$ cat config.mk
export PLATFORM = sky130hd
export DESIGN_NAME = bus_arbiter
export DESIGN_NICKNAME = d
export VERILOG_FILES = /design/src/rtl/bus_arbiter.sv
export SDC_FILE = /design/constraint.sdc
export NUM_CORES = 1
export LEC_CHECK = 0
export CAP_MARGIN = 0
export CELL_PAD_IN_SITES_DETAIL_PLACEMENT = 1
export CELL_PAD_IN_SITES_GLOBAL_PLACEMENT = 1
export CORE_AREA = 4 4 158 160
export DETAILED_ROUTE_END_ITERATION = 7
export DIE_AREA = 0 0 162 164
export HOLD_SLACK_MARGIN = 0.12
export PLACE_DENSITY_LB_ADDON = 0.1
export SKIP_LAST_GASP = 1
export SLEW_MARGIN = 20
export SYNTH_ARGS = -nofsm -noshare
export SYNTH_HDL_FRONTEND = slang
export SYNTH_SLANG_ARGS = --single-unit
$ cat constraint.sdc
create_clock -name clk -period 1.9 [get_ports clk]
set_input_delay 0.19 -clock clk [delete_from_list [all_inputs] [get_ports clk]]
set_output_delay 0.19 -clock clk [all_outputs]
set_load 0.05 [all_outputs]
$ cat src/rtl/bus_arbiter.sv
// Two-master, one-slave bus arbiter with a registered IDLE/GRANT0/GRANT1 FSM.
// Define BUS_ARBITER_ROUND_ROBIN_EN for round-robin tie-breaking; otherwise master 1 always wins ties.
module bus_arbiter #(
    parameter int DATA_WIDTH = 32
) (
    input  logic                  clk,
    input  logic                  rst_n,

    input  logic [DATA_WIDTH-1:0] m0_address,
    input  logic                  m0_read,
    input  logic                  m0_write,
    input  logic [DATA_WIDTH-1:0] m0_data_wr,
    input  logic [3:0]            m0_mask,
    output logic                  m0_stall,
    output logic [DATA_WIDTH-1:0] m0_data_rd,
    output logic [DATA_WIDTH-1:0] m0_data_rd_2,

    input  logic [DATA_WIDTH-1:0] m1_address,
    input  logic                  m1_read,
    input  logic                  m1_write,
    input  logic [DATA_WIDTH-1:0] m1_data_wr,
    input  logic [3:0]            m1_mask,
    output logic                  m1_stall,
    output logic [DATA_WIDTH-1:0] m1_data_rd,
    output logic [DATA_WIDTH-1:0] m1_data_rd_2,

    output logic [DATA_WIDTH-1:0] s_address,
    output logic                  s_read,
    output logic                  s_write,
    output logic [DATA_WIDTH-1:0] s_data_wr,
    output logic [3:0]            s_mask,
    input  logic                  s_stall,
    input  logic [DATA_WIDTH-1:0] s_data_rd,
    input  logic [DATA_WIDTH-1:0] s_data_rd_2
);

    typedef enum logic [1:0] {
        IDLE   = 2'd0,
        GRANT0 = 2'd1,
        GRANT1 = 2'd2
    } state_t;

    state_t state;
    state_t state_next;

    logic m0_req;
    logic m1_req;
    logic pick_m1;

    assign m0_req = m0_read | m0_write;
    assign m1_req = m1_read | m1_write;

`ifdef BUS_ARBITER_ROUND_ROBIN_EN
    // Remembers which master was granted last; reset value makes master 1 win the first tie.
    logic last_grant;

    always_ff @(posedge clk) begin
        if (!rst_n) begin
            last_grant <= 1'b0;
        end else if (state == IDLE && state_next == GRANT0) begin
            last_grant <= 1'b0;
        end else if (state == IDLE && state_next == GRANT1) begin
            last_grant <= 1'b1;
        end
    end

    assign pick_m1 = ~last_grant;
`else
    assign pick_m1 = 1'b1;
`endif

    always_ff @(posedge clk) begin
        if (!rst_n) begin
            state <= IDLE;
        end else begin
            state <= state_next;
        end
    end

    // A grant ends on completion (unstalled cycle) or abort (request dropped);
    // it only persists while the slave stalls and the owner keeps requesting.
    always_comb begin
        state_next = state;
        case (state)
            IDLE: begin
                if (m0_req && m1_req) begin
                    state_next = pick_m1 ? GRANT1 : GRANT0;
                end else if (m1_req) begin
                    state_next = GRANT1;
                end else if (m0_req) begin
                    state_next = GRANT0;
                end else begin
                    state_next = IDLE;
                end
            end
            GRANT0: begin
                if (m0_req && s_stall) begin
                    state_next = GRANT0;
                end else begin
                    state_next = IDLE;
                end
            end
            GRANT1: begin
                if (m1_req && s_stall) begin
                    state_next = GRANT1;
                end else begin
                    state_next = IDLE;
                end
            end
            default: state_next = IDLE;
        endcase
    end

    // Any requesting master that does not own the bus is stalled, including in IDLE.
    always_comb begin
        s_address    = '0;
        s_read       = 1'b0;
        s_write      = 1'b0;
        s_data_wr    = '0;
        s_mask       = 4'h0;
        m0_stall     = m0_req;
        m1_stall     = m1_req;
        m0_data_rd   = '0;
        m0_data_rd_2 = '0;
        m1_data_rd   = '0;
        m1_data_rd_2 = '0;
        case (state)
            GRANT0: begin
                s_address    = m0_address;
                s_read       = m0_read;
                s_write      = m0_write;
                s_data_wr    = m0_data_wr;
                s_mask       = m0_mask;
                m0_stall     = m0_req & s_stall;
                m0_data_rd   = s_data_rd;
                m0_data_rd_2 = s_data_rd_2;
            end
            GRANT1: begin
                s_address    = m1_address;
                s_read       = m1_read;
                s_write      = m1_write;
                s_data_wr    = m1_data_wr;
                s_mask       = m1_mask;
                m1_stall     = m1_req & s_stall;
                m1_data_rd   = s_data_rd;
                m1_data_rd_2 = s_data_rd_2;
            end
            default: begin
            end
        endcase
    end

endmodule

==> impl_metrics.tcl <==
set metrics [dict create \
    status "complete, no violations" \
    post-place-ws_ps 76.6 \
    sw_frac_of_total 0.440 \
    crit_path_start_kind "flip-flop" \
    clk_pin_slew_ps 30 \
    critPathRequiredTime_ps 1710 \
    multi_input_area_sq_mm 0.00217 \
    via_per_inst 3.84 \
    initial_core_util 0.0939 \
    slew-limit-headroom 0.810 \
    synthTopCellsByArea "and2_1 (36%), a22oi_1 (20%), nor2b_1 (20%)" \
    min_path_type "in2reg" \
    final_common_cell "clkdlybuf4s50_1" \
    crit_type "reg2out" \
    clkPwrFrac 0.104 \
    gp_congestion 0.735 \
    yosys_register_bits 2 \
    detail_route.wirelength_microns 20300 \
    p_seq_frac 0.017 \
    placedCellCount 1022 \
    arrival_ps 1680 \
    period_share 0.985 \
    synth_cell_types 20 \
    grt_start_max_net_pins 68 \
    synthFlopType "dfxtp_1" \
    period_needed_ps 1870 \
    fin_nets 923 \
    grt_pass1_vias 4360 \
    clk_latency_ps 220 \
    yosys.area.top_type "and2_1" \
    finalNonFillerCells 1029 \
    cts_tree "done" \
    cellInternalPower_uw 1700 \
    clockBufferDepth 2 \
    rsz0062_at_grt "true" \
    yosysTopAreaCellShare 0.364 \
    ios 407 \
    vdd_drop_max_mv 0.211 \
    layout-drive-gt1-share 0.433 \
    dr_total_vias 3954 \
    power_frac_comb 0.879 \
    cts-root-buf "clkbuf_16" \
    worstSetupEndpointType "output port" \
    largest_reg_flops 2 \
    hold_violations 0 \
    largest-register "state" \
    port_buffers 406 \
    cts-buffers-inserted 3 \
    cts-htree-levels 1 \
    async_reset_ff_frac 0 \
    chipHeight_microns 164 \
    max_cap_violations 0 \
    grt_first_pass_wirelength_microns 28700 \
    grtUsageTotal 0.142 \
    p_leak_uw 0.00328 \
    place_area_sq_mm 0.00871 \
    crit_fanout 48 \
    regArea_sq_um 42.5 \
    final_max_slew_viol_count 0 \
    drc_errors 0 \
    p_sw_uw 1330 \
    p_per_area_mw_per_mm2 338 \
    stdcell_area_sq_mm 0.00898 \
    ys_seq_area_frac 0.0182 \
    hpwl_microns 16900 \
    die_w_microns 162 \
    clock-sinks 2 \
    mostFrequentLayoutCells "clkdlybuf4s50_1 (206), buf_12 (204), and2_1 (127)" \
    finalSetupViolCount 0 \
    core_sq_mm 0.0234 \
    syn_area_sq_mm 0.00220 \
    ant_nets 0 \
    drt_iter0_drc 111 \
    synthCells 325 \
    antenna_found_initial 0 \
    yosysWarnings 0 \
    fill_cells 2554 \
    finClkSkew_ps 3.96 \
    dieArea_sq_mm 0.0266 \
    row_count 56 \
    tightest_slew_ps 285 \
    drt-wirelength-per-cell_microns 19.7 \
    syn_to_final_growth_pct 308 \
    final.setup.worst_slack_ps 27.9 \
    top_regs "state x2" \
    first_pass_iters 4 \
    synth_edf_count 0 \
    overflow 0 \
    synth_nets 537 \
    max_clock_freq_mhz 534 \
    avgSynthCellArea_sq_um 6.76 \
]
[power groups by stage]
stage	clock network (uW)	logic (uW)	registers, uW
2_1_floorplan	0	1140	48.3
3_3_place_gp	0	2590	49.3
3_5_place_dp	0	2610	50.3
4_1_cts	322	2700	51.5
5_1_grt	331	2780	51.6
6_report	316	2660	51.4
[critical path: stages, from the launching register on]
cell and delay [ps]:
dfxtp_2 340, inv_1 150, ha_4 220, buf_16 230
a22oi_1 130, nor2b_2 180, buf_12 150
[cell families after synthesis]
family,count (synthesis),synth area share
AO/OA/AOI/OAI,74,0.274
adder cells (fa/ha/maj),5,0.0285
buffers and inverters,40,0.101
flip-flops,2,0.0182
AND/OR/NAND/NOR,204,0.578
[metrics by stage]
step / hold slack [ps] / TNS [ps] / utilization / power [uW]
after floorplan: 356 / 0 / - / 1190
after global placement: 753 / 0 / 0.372 / 2640
after detailed placement: 816 / 0 / 0.372 / 2660
after CTS: 583 / 0 / 0.383 / 3080
after global routing: 605 / -796 / 0.384 / 3160
final: 580 / 0 / 0.384 / 3030
[path summary, 6_finish.rpt]
path / from / endpoint / slack [ps] / cells past startpoint
min reg2reg: state[0] / state[0] / 790 / 3
min: rst_n / state[0] / 580 / 3
max reg2reg: state[1] / state[0] / 540 / 5
max: state[1] / s_address[12] / 30 / 6
[what timing repair did]
item,in CTS,in global routing
setup endpoints to repair,69,53
setup buffers,1,0
resized for setup,30,3
hold buffers,0,0
endpoints found under the hold margin,0,0
cloned,2,0
[routing by layer]
metal / part of all wire / wire, microns / track usage
met5: 0 / 0 / 0
met4: 0.012 / 252 / 0.0246
met3: 0.10 / 2050 / 0.0522
met1: 0.32 / 6500 / 0.135
met2: 0.57 / 11500 / 0.289
[Yosys cell counts (2+ instances only)]
| master | n |
|---|---|
| dfxtp_1 | 2 |
| ha_1 | 5 |
| a21oi_1 | 3 |
| nor2b_1 | 70 |
| nor2_1 | 2 |
| a22oi_2 | 10 |
| buf_4 | 3 |
| buf_6 | 3 |
| clkbuf_1 | 12 |
| and2_1 | 128 |
| clkbuf_2 | 3 |
| inv_1 | 3 |
| a22oi_1 | 60 |
| buf_2 | 15 |
[layout make-up]
cell class / count / share of cell area
timing repair buffer: 418 / 0.699
antenna: 1 / 0.000279
multi-input combinational: 283 / 0.242
clock buffer: 3 / 0.00836
tap: 319 / 0.0445
sequential: 2 / 0.00474
inverter: 3 / 0.00125
(Power assumes the default switching activity.)
